$ cat config.mk
export PLATFORM = sky130hd
export DESIGN_NAME = fifo_hist_monitor
export DESIGN_NICKNAME = d
export VERILOG_FILES = /design/src/rtl/fifo_hist_monitor.sv
export SDC_FILE = /design/constraint.sdc
export NUM_CORES = 2
export LEC_CHECK = 0
export CORE_MARGIN = 8
export CORE_UTILIZATION = 57
export DETAILED_ROUTE_END_ITERATION = 12
export HOLD_SLACK_MARGIN = 0.06
export PLACE_DENSITY = 0.85
export RECOVER_POWER = 50
export SYNTH_ARGS = -nofsm -noshare
export SYNTH_HDL_FRONTEND = slang
export SYNTH_SLANG_ARGS = --single-unit
$ cat constraint.sdc
create_clock -name clk -period 5.35 [get_ports clk]
set_input_delay 1.605 -clock clk [delete_from_list [all_inputs] [get_ports clk]]
set_output_delay 1.605 -clock clk [all_outputs]
set_load 0.01 [all_outputs]
$ cat src/rtl/fifo_hist_monitor.sv
// Per-channel FIFO write monitor: write-gap and fill-level histograms behind a
// registered read port. Define HIST_MON_CLR_ON_READ_EN for clear-on-read bins.
module fifo_hist_monitor #(
   parameter int                NUM_CH      = 2,
   parameter int                NUM_BINS    = 16,
   parameter int                BIN_RANGE   = 8,
   parameter int                CNT_W       = 16,
   parameter int                GAP_W       = 16,
   parameter int                LVL_W       = 16,
   parameter logic [NUM_CH-1:0] WR_DIV_MASK = NUM_CH'(2'b10),
   localparam int               CH_W        = (NUM_CH > 1) ? $clog2(NUM_CH) : 1,
   localparam int               BIN_W       = $clog2(NUM_BINS),
   localparam int               ADDR_W      = CH_W + 1 + BIN_W
) (
   input  logic                      clk,
   input  logic                      reset,
   input  logic                      run_program,
   input  logic                      active_program,
   input  logic                      end_program,
   input  logic [NUM_CH-1:0]         fifo_wr,
   input  logic [NUM_CH*LVL_W-1:0]   fifo_lvl,
   input  logic                      rd_en,
   input  logic [ADDR_W-1:0]         rd_addr,
   output logic [CNT_W-1:0]          rd_data,
   output logic                      rd_valid,
   output logic [NUM_CH*GAP_W-1:0]   gap_cnt,
   output logic [NUM_CH*32-1:0]      words_written,
   output logic [NUM_CH-1:0]         sat_flag
);

   localparam int RANGE_SH = $clog2(BIN_RANGE);

   // Bin i covers (i*R, (i+1)*R]; zero lands in bin 0 and the top bin is open-ended.
   function automatic logic [BIN_W-1:0] bin_of(input logic [31:0] value);
      logic [31:0] idx;
      idx = (value - 32'd1) >> RANGE_SH;
      if (value == 32'd0) return '0;
      if (idx > 32'(NUM_BINS - 1)) return BIN_W'(NUM_BINS - 1);
      return idx[BIN_W-1:0];
   endfunction

   logic                start;
   logic                clear_stats;
   logic [NUM_CH-1:0]   phase;
   logic [NUM_CH-1:0]   first_seen;
   logic [NUM_CH-1:0]   sat;
   logic [NUM_CH-1:0]   word_wr;
   logic [NUM_CH-1:0]   update;
   logic [NUM_CH-1:0]   sat_hit;
   logic [GAP_W-1:0]    gap_val   [NUM_CH];
   logic [31:0]         word_cnt  [NUM_CH];
   logic [CNT_W-1:0]    gap_bins  [NUM_CH][NUM_BINS];
   logic [CNT_W-1:0]    fill_bins [NUM_CH][NUM_BINS];
   logic [BIN_W-1:0]    gap_bin   [NUM_CH];
   logic [BIN_W-1:0]    fill_bin  [NUM_CH];
   logic [NUM_BINS-1:0] gap_inc   [NUM_CH];
   logic [NUM_BINS-1:0] fill_inc  [NUM_CH];
   logic [NUM_BINS-1:0] gap_clr   [NUM_CH];
   logic [NUM_BINS-1:0] fill_clr  [NUM_CH];
   logic [CH_W-1:0]     rd_ch;
   logic                rd_type;
   logic [BIN_W-1:0]    rd_bin;
   logic [CNT_W-1:0]    rd_sel;

   assign start       = run_program && !active_program;
   assign clear_stats = !reset || start;

   assign rd_ch   = rd_addr[ADDR_W-1 -: CH_W];
   assign rd_type = rd_addr[BIN_W];
   assign rd_bin  = rd_addr[BIN_W-1:0];

   // The update uses the registered first_seen, so the opening word of a program only arms the channel.
   always_comb begin
      word_wr = '0;
      update  = '0;
      sat_hit = '0;
      for (int c = 0; c < NUM_CH; c++) begin
         gap_bin[c]  = bin_of(32'(gap_val[c]));
         fill_bin[c] = bin_of(32'(fifo_lvl[c*LVL_W +: LVL_W]));
         word_wr[c]  = fifo_wr[c] && (WR_DIV_MASK[c] ? phase[c] : 1'b1);
         update[c]   = word_wr[c] && active_program && first_seen[c];
         sat_hit[c]  = update[c] && ((gap_bins[c][gap_bin[c]] == '1) ||
                                     (fill_bins[c][fill_bin[c]] == '1));
      end
   end

   always_comb begin
      for (int c = 0; c < NUM_CH; c++) begin
         gap_inc[c]  = '0;
         fill_inc[c] = '0;
         gap_clr[c]  = '0;
         fill_clr[c] = '0;
         for (int b = 0; b < NUM_BINS; b++) begin
            gap_inc[c][b]  = update[c] && (gap_bin[c] == BIN_W'(b));
            fill_inc[c][b] = update[c] && (fill_bin[c] == BIN_W'(b));
`ifdef HIST_MON_CLR_ON_READ_EN
            gap_clr[c][b]  = rd_en && (rd_ch == CH_W'(c)) && !rd_type && (rd_bin == BIN_W'(b));
            fill_clr[c][b] = rd_en && (rd_ch == CH_W'(c)) && rd_type && (rd_bin == BIN_W'(b));
`endif
         end
      end
   end

   // Channel numbers with no matching instance fall through to zero.
   always_comb begin
      rd_sel = '0;
      for (int c = 0; c < NUM_CH; c++) begin
         if (rd_ch == CH_W'(c)) begin
            rd_sel = rd_type ? fill_bins[c][rd_bin] : gap_bins[c][rd_bin];
         end
      end
   end

   always_ff @(posedge clk) begin
      if (clear_stats) begin
         phase      <= '0;
         first_seen <= '0;
         sat        <= '0;
         for (int c = 0; c < NUM_CH; c++) begin
            gap_val[c]  <= '0;
            word_cnt[c] <= '0;
         end
      end else begin
         for (int c = 0; c < NUM_CH; c++) begin
            if (fifo_wr[c]) begin
               phase[c] <= ~phase[c];
            end
            if (word_wr[c] && active_program) begin
               first_seen[c] <= 1'b1;
               if (word_cnt[c] != '1) begin
                  word_cnt[c] <= word_cnt[c] + 32'd1;
               end
            end
            if (end_program || word_wr[c]) begin
               gap_val[c] <= '0;
            end else if (active_program && first_seen[c] && (gap_val[c] != '1)) begin
               gap_val[c] <= gap_val[c] + GAP_W'(1);
            end
            if (sat_hit[c]) begin
               sat[c] <= 1'b1;
            end
         end
      end
   end

   // A clear that coincides with an increment keeps that one new event.
   always_ff @(posedge clk) begin
      if (clear_stats) begin
         for (int c = 0; c < NUM_CH; c++) begin
            for (int b = 0; b < NUM_BINS; b++) begin
               gap_bins[c][b]  <= '0;
               fill_bins[c][b] <= '0;
            end
         end
      end else begin
         for (int c = 0; c < NUM_CH; c++) begin
            for (int b = 0; b < NUM_BINS; b++) begin
               if (gap_clr[c][b]) begin
                  gap_bins[c][b] <= gap_inc[c][b] ? CNT_W'(1) : '0;
               end else if (gap_inc[c][b] && (gap_bins[c][b] != '1)) begin
                  gap_bins[c][b] <= gap_bins[c][b] + CNT_W'(1);
               end
               if (fill_clr[c][b]) begin
                  fill_bins[c][b] <= fill_inc[c][b] ? CNT_W'(1) : '0;
               end else if (fill_inc[c][b] && (fill_bins[c][b] != '1)) begin
                  fill_bins[c][b] <= fill_bins[c][b] + CNT_W'(1);
               end
            end
         end
      end
   end

   always_ff @(posedge clk) begin
      if (!reset) begin
         rd_valid <= 1'b0;
         rd_data  <= '0;
      end else begin
         rd_valid <= rd_en;
         if (rd_en) begin
            rd_data <= rd_sel;
         end
      end
   end

   always_comb begin
      gap_cnt       = '0;
      words_written = '0;
      for (int c = 0; c < NUM_CH; c++) begin
         gap_cnt[c*GAP_W +: GAP_W]  = gap_val[c];
         words_written[c*32 +: 32]  = word_cnt[c];
      end
   end

   assign sat_flag = sat;

endmodule

==> reports/metrics.csv <==
metric,value,unit
tritoncts.num_buffers,120,
failed_checks,"max-capacitance violations, max-slew violations",
clockRootBuffer,clkbuf_16,
cts_resized,0,
crit_fanout,23,
ctsHoldBuffers,0,
synth-edff-count,1120,
maxCapViolCount,3,
mappedNetlistArea,69000,sq um
io_pins,161,
ant_nets,0,
fin_area,76400,sq um
clock_slew_at_the_register_clock_pins_of_the_worst_setup_and_hold_paths,0.06,ns
simple_gate_portion_of_the_synthesized_area,0.204,
tritoncts_clock_tree,yes,
required,5.80,ns
cts_max_level,3,
crit_path_end_kind,register,
result_of_the_run,"complete, but fails checks",
ys_seq_area_frac,0.494,
global_route.usage.total,0.282,
clkSinkCount,1142,
die_height,364,microns
layout_commonest_cell,nor2_1,
antenna_found_initial,21,
dieArea,132000,sq um
routed_via_density,6.47,
worst_ep_arrival_time,5.56,ns
rsz0062_at_grt,false,
pwr-share-comb,0.099,
worst_hold_class,reg2reg,
share_of_synthesized_area_spent_on_multiplexers,0.113,
power.net_switching,5560,uW
ys_types,81,
switching_share,0.261,
grt.overflow.total,0,
gp_congestion,0.992,
p_leak,0.0253,uW
clock.fmax,195,MHz
combinational_family_with_the_most_area_after_synthesis,simple AND/OR/NAND/NOR gates,
dr.pass1.iters,8,
grt_pass1_vias,51000,
most-common-layout-cells,"nor2_1, edfxtp_1, xor2_1",
fin_tns_setup,0,ns
synth_area_per_cell,11.0,sq um
ir_drop,0.000302,V
design.final.nets,6541,
seq_power_share,0.514,
detail_placement_hpwl,140000,microns
drv_slew,90,
hold_viol,0,
clkLatencyLatePin,0.76,ns
synthToLayoutAreaGrowth,10.8,%
finalClockSkew,0.0377,ns
timing.critical_path.from_type,primary input,
synth.net_count,6389,
core_area,120000,sq um
route.detailed.drc,0,
yosys.area_share.adder,0.0127,
routed_wl,191000,microns
initial_core_util,0.575,
async_flop_share,0,
area_share_of_xor_xnor_cells_in_the_synthesized_design,0.126,
timing.slew.headroom,-0.362,
synth-warning-count,0,
cts-root-to-sink-buffers,3,
detailed_route_via_count,52700,
synth_flop_cell,edfxtp_1,
criticalPathCategory,in2reg,
placement.io_buffers,160,
placement_rows,127,
finalPower,21300,uW
die_w,364,microns
fraction_of_final_layout_cells_with_drive_strength_greater_than_1,0.0991,
synth_compound_gate_area_share,0.0285,
cellPowerDensity,279,nW/um^2
setup_violations,0,
finalWorstPathRequiredPeriod,5.12,ns
grt_first_pass_wirelength,295000,microns
synth-seq-cells,1142,
p_int,15700,uW
share_of_power_burned_in_the_clock_network,0.387,
maximum_number_of_pins_on_one_net_before_global_route_repair,113,
tightest_slew,2.04,ns
drt-initial-drc-count,7486,
synthesis.instances,6273,
wl_per_cell,23.5,microns
postCtsSetupRepairBufs,0,
portion_of_the_clock_cycle_consumed_by_the_worst_path_in_the_final_layout,0.956,
postPlaceCellArea,72900,sq um
## sequential cells by signal (all words and copies together), names as in the netlist, 2 cells and up
name,cells
fill_bins,512
first_seen,2
gap_bins,512
gap_val,32
rd_data,16
sat_flag,2
word_cnt,64
## metrics by stage
stage          std cells  setup slack [ns]  hold WS (ns)  utilization
2_1_floorplan       6273           0.00921         0.472            -
6_report            8149             0.234         0.531        0.637
4_1_cts             8140             0.849         0.535        0.639
3_3_place_gp        7915             0.138         0.491        0.607
5_1_grt             8143             0.303         0.541        0.637
3_5_place_dp        7915            0.0532         0.514        0.607
## logic make-up after synthesis
group / Yosys count
and+or+nand+nor: 3053
DFF: 1142
xor gates and xnor gates: 990
buffers and inverters: 376
muxes: 359
AOI/OAI and AO/OA: 283
adders and majority gates: 70
## critical path, cell delays in order
cell           delay, ns
dlygate4sd3_1       0.75
clkbuf_1            0.47
o21ai_0             0.26
clkbuf_1            1.48
nor2_1              0.23
nand2b_1            0.59
nor2_1              0.12
## layout make-up
class / instances / area (sq um)
Timing Repair Buffer: 300 / 2760
Clock buffer: 153 / 3190
Fill cell: 8734 / 43500
Multi-Input combinational cell: 4755 / 33400
Sequential cell: 1142 / 34100
Clock inverter: 72 / 611
Inverter: 106 / 398
Antenna cell: 9 / 22.5
Tap cell: 1612 / 2020
## final timing paths
path                               start                              end  slack [ns]  depth (start not counted)
max                                reset  fill_bins[1][134]$_SDFFCE_PN0P_        0.23                          7
max reg2reg  gap_val[1][3]$_SDFFCE_PN0P_   gap_bins[1][243]$_SDFFCE_PN0P_        0.58                          9
min              rd_data[4]$_SDFFE_PN0P_          rd_data[4]$_SDFFE_PN0P_        0.53                          2
min reg2reg      rd_data[4]$_SDFFE_PN0P_          rd_data[4]$_SDFFE_PN0P_        0.53                          2
## layer usage
metal / GRT usage / vias to the layer above / share of wire
met2: 0.450 / 3248 / 0.47
li1: - / 23100 / -
met4: 0.144 / 16 / 0.061
met3: 0.0730 / 620 / 0.12
met1: 0.356 / 25700 / 0.35
met5: 0 / - / 0.00060
## Yosys cell counts, types with 7 or more instances
| master | instances | area [sq um] |
|---|---|---|
| xnor2_1 | 356 | 3120 |
| buf_4 | 19 | 143 |
| o21a_1 | 7 | 52.6 |
| a21oi_1 | 36 | 180 |
| mux4_2 | 336 | 7570 |
| inv_1 | 106 | 398 |
| or3_1 | 30 | 188 |
| nand2_1 | 442 | 1660 |
| buf_1 | 37 | 139 |
| dfxtp_1 | 22 | 440 |
| o2111ai_1 | 7 | 61.3 |
| mux2i_1 | 20 | 200 |
| and3_1 | 198 | 1240 |
| a211oi_1 | 7 | 52.6 |
| and4_1 | 62 | 543 |
| o31ai_1 | 17 | 128 |
| nor3_1 | 65 | 325 |
| o211ai_1 | 10 | 75.1 |
| a21o_1 | 8 | 60.1 |
| nor2_1 | 1385 | 5200 |
| nand4_1 | 182 | 1140 |
| or2_2 | 22 | 138 |
| o21ai_0 | 74 | 370 |
| clkbuf_1 | 164 | 616 |
| nor2b_1 | 75 | 469 |
| nor4_1 | 19 | 119 |
| nand3_1 | 496 | 2480 |
| xor2_1 | 634 | 5550 |
| ha_1 | 70 | 876 |
| and2_1 | 34 | 213 |
| a31oi_1 | 17 | 106 |
| o22ai_1 | 12 | 75.1 |
| edfxtp_1 | 1120 | 33600 |
| buf_2 | 48 | 240 |
| nand2b_1 | 14 | 87.6 |
## power groups by stage
stage	clock network [uW]	logic [uW]	registers, uW
3_5_place_dp	0	2080	11100
4_1_cts	8280	2100	10900
3_3_place_gp	0	2030	11100
5_1_grt	8620	2200	11000
2_1_floorplan	0	1330	10900
6_report	8240	2100	11000
Power figures use the tool's default switching activity.
